$ cat src/rtl/softmax_result_streamer.sv
// Captures one softmax vector, streams its elements one per handshake and
// reports the argmax (strict greater-than, lowest index wins ties) at the end.
module softmax_result_streamer #(
    parameter int SIZE  = 5,
    parameter int W     = 17,
    parameter int IDX_W = 3
) (
    input  logic                clk,
    input  logic                rst_n,
    input  logic                in_valid,
    output logic                in_ready,
    input  logic [SIZE*W-1:0]   in_vec,
    output logic                out_valid,
    input  logic                out_ready,
    output logic [W-2:0]        out_prob,
    output logic [IDX_W-1:0]    out_idx,
    output logic                out_err,
    output logic                out_last,
    output logic                res_valid,
    output logic [IDX_W-1:0]    res_idx,
    output logic [W-2:0]        res_prob,
    output logic                res_err
);

    typedef enum logic [1:0] {
        IDLE,
        STREAM,
        RESULT
    } state_t;

    state_t             state;
    state_t             state_nx;

    logic [W-1:0]       words [SIZE];
    logic [IDX_W-1:0]   ptr;
    logic [W-2:0]       run_max;
    logic [IDX_W-1:0]   run_idx;
    logic               run_err;

    logic [W-1:0]       cur_word;
    logic               cur_last;
    logic               take_in;
    logic               take_out;

    // Pointer is 1-based; a compare-mux avoids an out-of-range array index.
    always_comb begin
        cur_word = '0;
        for (int unsigned k = 0; k < SIZE; k++) begin
            if (ptr == IDX_W'(k + 1)) begin
                cur_word = words[k];
            end
        end
    end

    assign cur_last  = (ptr == IDX_W'(SIZE));
    assign in_ready  = rst_n && (state == IDLE);
    assign out_valid = (state == STREAM);
    assign take_in   = in_valid && in_ready;
    assign take_out  = out_valid && out_ready;

    assign out_prob  = out_valid ? cur_word[W-2:0] : '0;
    assign out_idx   = out_valid ? ptr : '0;
    assign out_err   = out_valid && !cur_word[W-1];
    assign out_last  = out_valid && cur_last;

    assign res_valid = (state == RESULT);
    assign res_idx   = run_idx;
    assign res_prob  = run_max;
    assign res_err   = run_err;

    always_ff @(posedge clk) begin
        if (!rst_n) begin
            state <= IDLE;
        end else begin
            state <= state_nx;
        end
    end

    always_comb begin
        state_nx = state;
        case (state)
            IDLE:    if (take_in) state_nx = STREAM;
            STREAM:  if (take_out && cur_last) state_nx = RESULT;
            RESULT:  state_nx = IDLE;
            default: state_nx = IDLE;
        endcase
    end

    always_ff @(posedge clk) begin
        if (!rst_n) begin
            for (int unsigned k = 0; k < SIZE; k++) begin
                words[k] <= '0;
            end
            ptr     <= '0;
            run_max <= '0;
            run_idx <= '0;
            run_err <= 1'b0;
        end else if (take_in) begin
            for (int unsigned k = 0; k < SIZE; k++) begin
                words[k] <= in_vec[k*W +: W];
            end
            ptr     <= IDX_W'(1);
            run_max <= '0;
            run_idx <= IDX_W'(1);
            run_err <= 1'b0;
        end else if (take_out) begin
            // Error words take part as probability 0, so they can never win.
            if (cur_word[W-1] && (cur_word[W-2:0] > run_max)) begin
                run_max <= cur_word[W-2:0];
                run_idx <= ptr;
            end
            if (!cur_word[W-1]) begin
                run_err <= 1'b1;
            end
            if (!cur_last) begin
                ptr <= ptr + IDX_W'(1);
            end
        end
    end

endmodule

$ cat config.mk
export PLATFORM = sky130hd
export DESIGN_NAME = softmax_result_streamer
export DESIGN_NICKNAME = d
export VERILOG_FILES = /design/src/rtl/softmax_result_streamer.sv
export SDC_FILE = /design/constraint.sdc
export NUM_CORES = 1
export LEC_CHECK = 0
export ABC_CLOCK_PERIOD_IN_PS = 11900
export BUFFER_PORTS_ARGS = -buffer_cell sky130_fd_sc_hd__buf_2
export CAP_MARGIN = 20
export CELL_PAD_IN_SITES_DETAIL_PLACEMENT = 1
export CELL_PAD_IN_SITES_GLOBAL_PLACEMENT = 2
export CORE_UTILIZATION = 37
export CTS_CLUSTER_SIZE = 10
export DETAILED_ROUTE_END_ITERATION = 7
export GPL_ROUTABILITY_DRIVEN = 0
export PLACE_DENSITY = 0.84
export SLEW_MARGIN = 15
export SYNTH_ARGS = -nofsm -noshare
export SYNTH_HDL_FRONTEND = slang
export SYNTH_SLANG_ARGS = --single-unit
$ cat constraint.sdc
create_clock -name clk -period 11.9 [get_ports clk]
set_input_delay 1.19 -clock clk [delete_from_list [all_inputs] [get_ports clk]]
set_output_delay 1.19 -clock clk [all_outputs]
set_load 0.01 [all_outputs]
==> results of run 1 <==
## layout make-up
type                            instances  area [um^2]
Inverter                               34          128
Fill cell                            1656         8050
Sequential cell                       110         3050
Clock inverter                          4         33.8
Clock buffer                           11          233
Tap cell                              184          230
Timing Repair Buffer                  136          701
Multi-Input combinational cell        338         2280
## state kept, by name (all words and copies together) (netlist names)
signal / flops
words: 85
res_prob: 16
ptr: 3
res_idx: 3
state: 2
res_err: 1
## cells by family after synthesis
logic type | count (synthesis) | synth area share, %
xor+xnor | 1 | 0.155
compound gates | 123 | 13.8
fa+ha+maj | 21 | 4.66
mux | 1 | 0.178
flops | 110 | 54.2
simple gates | 192 | 21.1
buf+inv | 81 | 5.90
## path summary, 6_finish.rpt
check	start	endpoint	slack, ns
max	ptr[2]	res_prob[14]	6.64
min	res_err	res_err	0.47
max reg2reg	ptr[2]	res_prob[14]	6.64
min reg2reg	res_err	res_err	0.47
## per-layer routing
metal / up-vias / track usage (%) / routed length (um)
met3: 9 / 4.75 / 699
met4: 0 / 4.66 / 167
li1: 2156 / - / -
met2: 118 / 32.8 / 7430
met1: 2123 / 27.2 / 7330
met5: - / 0 / 0
## where the power goes
group          switching [mW]  internal [mW]  total (mW)
clock                   0.138          0.143       0.281
sequential             0.0113          0.442       0.453
combinational           0.110         0.0591       0.169
## metrics by stage
step                setup WS [ns]  instance area, um^2
floorplan                    7.00                 5640
global placement             6.97                 6370
detailed placement           6.66                 6370
CTS                          6.64                 6640
global route                 6.14                 6650
finish                       6.64                 6650
## worst max-delay path, delay by kind of cell (launching register included)
family / cells / cell delay, ns
compound gates: 8 / 2.46
fa+ha+maj: 2 / 1.00
flops: 1 / 0.89
buf+inv: 3 / 0.81
## placed cells by master (no fill, tap or decap), types with 2 or more instances in the layout
master and n:
edfxtp_1 85, o31ai_1 15, nor4bb_1 14, ha_1 21, or3_1 17, nand4_1 4, nor2_1 24, clkinv_4 2
buf_4 4, and2_1 5, buf_2 131, a311oi_1 17, nor2b_1 18, nand3_1 4, nand2_1 10, clkbuf_16 9
and4bb_2 2, inv_1 33, a21oi_1 42, and3_1 87, o21ai_1 6, clkbuf_1 2, dfxtp_1 25, o21ai_0 31
## Yosys cell counts, types with 2 or more instances
cell | count | area, um^2
clkbuf_1 | 32 | 120
nand2_1 | 11 | 41.3
and3_1 | 87 | 544
o21ai_0 | 31 | 155
dfxtp_1 | 25 | 500
nor2_1 | 24 | 90.1
edfxtp_1 | 85 | 2550
nor2b_1 | 18 | 113
o21ai_1 | 6 | 30.0
o31ai_1 | 15 | 113
and2_1 | 5 | 31.3
ha_1 | 21 | 263
and4bb_2 | 2 | 25.0
buf_2 | 11 | 55.1
nor4bb_1 | 14 | 140
buf_6 | 2 | 22.5
a2111oi_2 | 2 | 30.0
nand3_1 | 4 | 20.0
a21oi_1 | 42 | 210
a311oi_1 | 17 | 149
buf_1 | 2 | 7.51
nand4_1 | 4 | 25.0
inv_1 | 33 | 124
or3_1 | 17 | 106
==> run_results.csv, run 1 <==
group,metric,value,unit
global_routing,grtUsageTotal,20.2,%
route,drtIter0Drc,283,
hold_path,min_path_cells,2,
clock_network,cts_resized,0,
finish,drive_gt1_share,25.1,%
route,ant_nets,0,
floorplan,start_util,38.3,%
route,first_pass_iters,7,
floorplan,die_x,125,um
clock_network,ctsHtreeMaxLevel,3,
clock_network,cts_buffers,9,
timing,rsz0062_at_grt,"false",
finish,fin_util,45.3,%
global_routing,first_global_vias,4465,
synthesis,yosys_warnings,0,
pwr,vdd_drop_max,0.0000808,V
finish,n_antenna_cell,0,
synthesis,synthArstFlopShare,0,%
floorplan,die_area,0.0157,mm^2
setup_path,worst_setup_path_start_kind,"flop",
run_status,outcome,"finished, violations left",
timing,slew_headroom,26.9,%
timing,hold_viol,0,
route,wirelength,15600,um
clock_network,root_buffer,"clkbuf_16",
timing,fmax,190,MHz
timing,setup_viol,0,
route,drc,7,
synthesis,syn-instance-count,529,
run_status,violations,"design-rule violations",
clock_network,clkSlewWorstSetupHoldPaths,0.07,ns
timing,skew,0.00593,ns
setup_path,reg2reg_depth,13,
synthesis,ys_types,43,
finish,layoutNonFillerInstCount,817,
synthesis,synth_area,0.00564,mm^2
floorplan,io_pins,133,
setup_path,worstPathMaxFanout,34,
placed_design,placed_cells,801,
synthesis,synth-seq-cells,110,
placed_design,dpl.hpwl,11300,um
timing,slew_violations,0,
setup_path,crit_arrival,5.54,ns
setup_path,end_kind,"flop",
setup_path,critPathKind,"flop to flop",
route,wire_per_inst,19.1,um
finish,final_nets,739,
setup_path,cp.required,12.18,ns
floorplan,rows,44,
timing,fin_crit_sh,44.2,%
global_routing,antenna_found_initial,0,
pwr,power_density,136,mW/mm^2
setup_path,max_stage_delay,0.89,ns
synthesis,synth-seq-area-share,54.2,%
clock_network,postCtsSetupBuffers,0,
timing,holdWs,0.475,ns
synthesis,synth_ff_type,"edfxtp_1",
route,via_count,4406,
floorplan,core,0.0147,mm^2
setup_path,critPathSlowestCell,"dfxtp_1",
synthesis,synth_edf_count,85,
clock_network,cts.path.max_buffers,2,
synthesis,avgSynthCellArea,10.7,um^2
route,viasPerCell,5.39,
global_routing,grt_pass1_wl,24300,um
job,drv_cap,0,
global_routing,grt_max_degree,89,
global_routing,gr-total-overflow,0,
pwr,p_total,0.903,mW
pwr,p_leak,3.03,nW
clock_network,cts_hold_buf,0,
synthesis,syn_nets,639,
placed_design,port_buffers,132,
setup_path,crit_chain,"inv_2 > ha_1 > a311oi_1 > o31ai_1 > o21ai_0 > inv_1 > ha_1 > a21oi_1 > a2111oi_2 > a2111oi_4 > buf_4 > o21ai_0 > a21oi_1",
clock_network,cts_tree,"yes",
timing,finalSetupTns,0,ns
clock_network,insertion_delay,0.35,ns
finish,area_growth,18.0,%
hold_path,min_path_type,"flop to flop",
clock_network,cts.sinks,110,
timing,worstMarginPinSlew,1.10,ns
timing,finalWorstPathRequiredPeriod,5.26,ns
floorplan,die_y,125,um
Note: power is estimated with default switching activity, not from simulation.
==> run 2: changes to the inputs <==
ABC_CLOCK_PERIOD_IN_PS = 4900   (was 11900)
CORE_UTILIZATION = 34   (was 37)
PLACE_DENSITY = 0.78   (was 0.84)
clock period = 4.9 ns   (was 11.9 ns; I/O delays follow)
==> run_results.csv, run 2 (synthesis results as in run 1) <==
group,metric,value,unit
setup_path,end_kind,"flop",
finish,multi_input_area,0.00228,mm^2
timing,hold_viol,0,
pwr,p_clk_share,32.9,%
finish,seqCellArea,0.00305,mm^2
global_routing,first_global_vias,4372,
route,via_count,4466,
floorplan,die_x,131,um
timing,setup_viol,0,
timing,worstMarginPinSlew,0.846,ns
pwr,p_total,2.27,mW
global_routing,grt_max_degree,92,
pwr,p_int,1.62,mW
clock_network,cts_buffers,9,
finish,fin_util,42.3,%
global_routing,gr-total-overflow,0,
timing,rsz0062_at_grt,"false",
setup_path,crit_arrival,4.61,ns
pwr,vdd_drop_max,0.000202,V
route,wire_per_inst,18.4,um
hold_path,min_path_type,"primary input to flop",
timing,fin_crit_sh,88.4,%
timing,finalSetupTns,0,ns
timing,slew_violations,0,
finish,top_register,"words",
clock_network,cts.path.max_buffers,2,
timing,skew,0.00778,ns
route,drtIter0Drc,291,
finish,largest_register_ffs,85,
setup_path,crit_chain,"inv_1 > ha_1 > nand2_1 > o21ai_0 > inv_1 > ha_1 > nand4_1 > a2111oi_2 > a2111oi_4 > buf_4 > or3_1 > a21oi_1",
pwr,pwr-share-seq,48.4,%
pwr,power_density,334,mW/mm^2
finish,drive_gt1_share,26.2,%
global_routing,antenna_found_initial,0,
finish,layout_commonest_cell,"buf_2",
finish,final_nets,746,
route,drc,0,
job,drv_cap,0,
setup_path,reg2reg_depth,12,
clock_network,insertion_delay,0.35,ns
hold_path,min_path_cells,2,
clock_network,clkSlewWorstSetupHoldPaths,0.08,ns
floorplan,rows,46,
timing,fmax,231,MHz
route,wirelength,15700,um
floorplan,die_y,131,um
placed_design,port_buffers,132,
finish,fill_cells,1804,
finish,final_cell_mix,"buf_2, and3_1, edfxtp_1",
floorplan,start_util,35.1,%
setup_path,worstPathMaxFanout,22,
finish,area_growth,20.5,%
route,viasPerCell,5.21,
setup_path,critPathSlowestCell,"o21ai_0",
setup_path,critPathKind,"flop to flop",
timing,slew_headroom,43.6,%
route,ant_nets,0,
run_status,outcome,"finished clean",
pwr,pwr-share-comb,18.8,%
setup_path,r2r_slack,0.57,ns
global_routing,grt_pass1_wl,23800,um
setup_path,endpoint,"res_prob[2]",
clock_network,ctsHtreeMaxLevel,3,
clock_network,cts_hold_buf,0,
timing,holdWs,0.437,ns
setup_path,cp.required,5.18,ns
placed_design,dpl.hpwl,11500,um
setup_path,worstReg2RegEnd,"res_prob[2]",
floorplan,core,0.0161,mm^2
pwr,p_leak,3.08,nW
clock_network,root_buffer,"clkbuf_16",
clock_network,cts_tree,"yes",
global_routing,grtUsageTotal,18.8,%
clock_network,cts_resized,0,
route,first_pass_iters,4,
setup_path,startpoint,"ptr[1]",
timing,finalWorstPathRequiredPeriod,4.33,ns
floorplan,io_pins,133,
setup_path,rr_startpoint,"ptr[1]",
clock_network,postCtsSetupBuffers,0,
floorplan,die_area,0.0171,mm^2
pwr,p_sw_share,28.3,%
setup_path,max_stage_delay,0.64,ns
pwr,p_switching,0.643,mW
setup_path,worst_setup_path_start_kind,"flop",
finish,n_antenna_cell,0,
clock_network,cts.sinks,110,
==> run 2: changes by cell type in the layout (fill, tap and decap cells not counted), moves of 2 or more <==
cell | before | now
clkinv_4 | 2 | 0
clkbuf_1 | 2 | 0
buf_4 | 4 | 9
clkinv_2 | 0 | 2
==> run 2: metal layers <==
metal / wire length, um / global-route usage, % / vias to the layer above
met1: 7380 / 25.4 / 2151
met2: 7390 / 30.5 / 112
met4: 420 / 8.38 / 0
met5: 0 / 0 / -
met3: 544 / 2.08 / 22
li1: - / - / 2181
==> run 2: final cells by class <==
class                           instances  share of cell area (%)
Inverter                               34                    1.88
Timing Repair Buffer                  143                    11.2
Sequential cell                       110                    45.0
Clock inverter                          7                    1.05
Tap cell                              216                    3.98
Multi-Input combinational cell        338                    33.6
Clock buffer                            9                    3.32
==> run 2: stage by stage <==
| stage | setup WS, ns | cell area [um^2] | std cells |
|---|---|---|---|
| 6_report | 0.569 | 6790 | 857 |
| 5_1_grt | 0.159 | 6790 | 857 |
| 4_1_cts | 0.328 | 6750 | 855 |
| 3_5_place_dp | 0.346 | 6450 | 839 |
| 3_3_place_gp | 0.568 | 6450 | 839 |
| 2_1_floorplan | 0.704 | 5640 | 529 |
==> run 2: worst min-delay path by stage <==
stage	startpoint	endpoint	slack [ns]
2_1_floorplan	ptr[1]	res_idx[1]	0.49
6_report	in_vec[72]	words[0][72]	0.44
3_3_place_gp	res_err	res_err	0.46
4_1_cts	in_vec[72]	words[0][72]	0.43
3_5_place_dp	res_err	res_err	0.47
5_1_grt	in_vec[11]	words[0][11]	0.44
==> run 2: power groups by stage <==
stage	Clock [mW]	Combinational, mW	Sequential [mW]
after floorplan	0	0.264	1.11
after global placement	0	0.410	1.12
after detailed placement	0	0.426	1.12
after CTS	0.761	0.427	1.10
after global routing	0.791	0.470	1.10
final	0.745	0.426	1.10
==> run 2: critical path: cells and delay by family (launching register included) <==
| kind | cells | cell delay [ns] |
|---|---|---|
| flops | 1 | 0.36 |
| buf+inv | 3 | 0.46 |
| compound gates | 4 | 1.42 |
| fa+ha+maj | 2 | 0.93 |
| simple gates | 3 | 1.08 |
==> run 3: changes to the inputs <==
ABC_CLOCK_PERIOD_IN_PS = 4500   (was 4900)
CAP_MARGIN = 5   (was 20)
CTS_CLUSTER_DIAMETER = 50   (was default)
clock period = 4.5 ns   (was 4.9 ns; I/O delays follow)
==> run_results.csv, run 3 (synthesis results as in run 1) <==
group,metric,value,unit
global_routing,antenna_found_initial,0,
finish,n_antenna_cell,0,
finish,final_cell_mix,"buf_2, and3_1, edfxtp_1",
setup_path,max_stage_delay,0.74,ns
global_routing,grt_pass1_wl,25600,um
route,viasPerCell,5.16,
global_routing,gr-total-overflow,0,
job,drv_cap,0,
route,via_count,4627,
clock_network,cts_buffers,9,
clock_network,ctsHtreeMaxLevel,3,
floorplan,die_area,0.0171,mm^2
floorplan,rows,46,
route,drc,0,
pwr,power_density,369,mW/mm^2
floorplan,die_x,131,um
finish,fin_util,44.5,%
finish,drive_gt1_share,30.7,%
setup_path,crit_top_cell,"buf_4",
pwr,vdd_drop_max,0.000178,V
timing,fin_crit_sh,91.9,%
timing,hold_viol,0,
setup_path,worst_setup_path_start_kind,"flop",
setup_path,path_buf_inv,4,
clock_network,clkSlewWorstSetupHoldPaths,0.08,ns
clock_network,insertion_delay,0.35,ns
floorplan,die_y,131,um
timing,setup_viol,0,
route,wirelength,16800,um
finish,top_register,"words",
floorplan,start_util,35.1,%
timing,worstMarginPinSlew,0.901,ns
finish,area_growth,26.7,%
setup_path,crit_chain,"buf_4 > ha_1 > buf_4 > nor4bb_1 > a311oi_1 > buf_4 > o31ai_1 > o21ai_0 > inv_1 > ha_1 > a21oi_1 > a2111oi_4 > a2111oi_4 > or3_1 > a21oi_1",
route,wire_per_inst,18.7,um
timing,holdWs,0.402,ns
setup_path,end_kind,"flop",
hold_path,hold_path.startpoint,"in_vec[81]",
setup_path,cp.required,4.70,ns
pwr,p_leak,3.29,nW
clock_network,cts.sinks,110,
placed_design,dpl.hpwl,12700,um
setup_path,crit_arrival,4.34,ns
setup_path,critPathSlowestCell,"a2111oi_4",
placed_design,port_buffers,132,
global_routing,grt_max_degree,88,
pwr,p_total,2.64,mW
finish,layoutNonFillerInstCount,897,
placed_design,placed_cells,878,
finish,largest_register_ffs,85,
timing,slew_headroom,39.3,%
setup_path,critical-path-top-delay-family,"compound AO/OA/AOI/OAI gates",
finish,layout_commonest_cell,"buf_2",
finish,final_nets,786,
floorplan,core,0.0161,mm^2
clock_network,cts_hold_buf,0,
route,ant_nets,0,
setup_path,rr_startpoint,"ptr[0]",
setup_path,startpoint,"ptr[0]",
clock_network,root_buffer,"clkbuf_16",
timing,rsz0062_at_grt,"false",
global_routing,first_global_vias,4730,
run_status,outcome,"finished clean",
timing,slew_violations,0,
floorplan,io_pins,133,
timing,finalWorstPathRequiredPeriod,4.14,ns
route,first_pass_iters,4,
global_routing,grtUsageTotal,20.5,%
route,drtIter0Drc,327,
timing,fmax,242,MHz
clock_network,cts_tree,"yes",
setup_path,critPathKind,"flop to flop",
clock_network,cts.path.max_buffers,2,
setup_path,worstPathMaxFanout,16,
timing,skew,0.00641,ns
hold_path,min_path_type,"primary input to flop",
finish,fill_cells,1835,
==> run 3: worst register-to-register path, cell delays in order (launching register included) <==
cell       delay [ns]
dfxtp_1          0.34
buf_4            0.14
ha_1             0.30
buf_4            0.18
nor4bb_1         0.40
a311oi_1         0.16
buf_4            0.17
o31ai_1          0.30
o21ai_0          0.23
inv_1            0.09
ha_1             0.25
a21oi_1          0.25
a2111oi_4        0.15
a2111oi_4        0.74
or3_1            0.21
a21oi_1          0.07
==> run 3: layout make-up <==
class | instances | area (um^2) | share of cell area [%]
Tap cell | 216 | 270 | 3.78
Sequential cell | 110 | 3050 | 42.7
Clock inverter | 7 | 103 | 1.44
Inverter | 34 | 128 | 1.79
Clock buffer | 9 | 225 | 3.15
Timing Repair Buffer | 182 | 1050 | 14.7
Multi-Input combinational cell | 339 | 2320 | 32.4
==> run 3: worst paths after layout <==
path | cells after the start | to | slack [ns]
setup / recovery | 15 | res_prob[15] | 0.36
hold / removal | 2 | words[0][81] | 0.40
setup reg to reg | 15 | res_prob[15] | 0.36
hold reg to reg | 2 | res_err | 0.47
==> run 3: routing by layer <==
layer,part of all wire (%),vias up,global-route usage (%)
met2,45,138,31.9
met3,3.6,39,2.93
li1,-,2261,-
met5,0,-,0
met1,47,2189,27.4
met4,4.0,0,11.7
==> run 3: power by group <==
| group | total [mW] | internal (mW) | switching [mW] |
|---|---|---|---|
| logic | 0.561 | 0.225 | 0.336 |
| clock network | 0.879 | 0.496 | 0.383 |
| registers | 1.20 | 1.17 | 0.0312 |
| total | 2.64 | 1.89 | 0.750 |
==> run 3: timing repair <==
item / 4_1_cts / 5_1_grt
endpoints found under the setup margin: 11 / 18
hold endpoints to repair: 0 / 0
gates cloned: 1 / 0
gates resized for setup: 1 / 1
buffers inserted: 0 / 2
pin swaps: 1 / 1
==> run 3: per-stage QoR <==
| step | area (um^2) | setup slack [ns] | TNS, ns |
|---|---|---|---|
| 6_report | 7140 | 0.365 | 0 |
| 5_1_grt | 7140 | 0.00479 | 0 |
| 4_1_cts | 7120 | 0.210 | 0 |
| 3_5_place_dp | 6760 | -0.0803 | -0.239 |
| 3_3_place_gp | 6760 | 0.241 | 0 |
| 2_1_floorplan | 5640 | 0.344 | 0 |
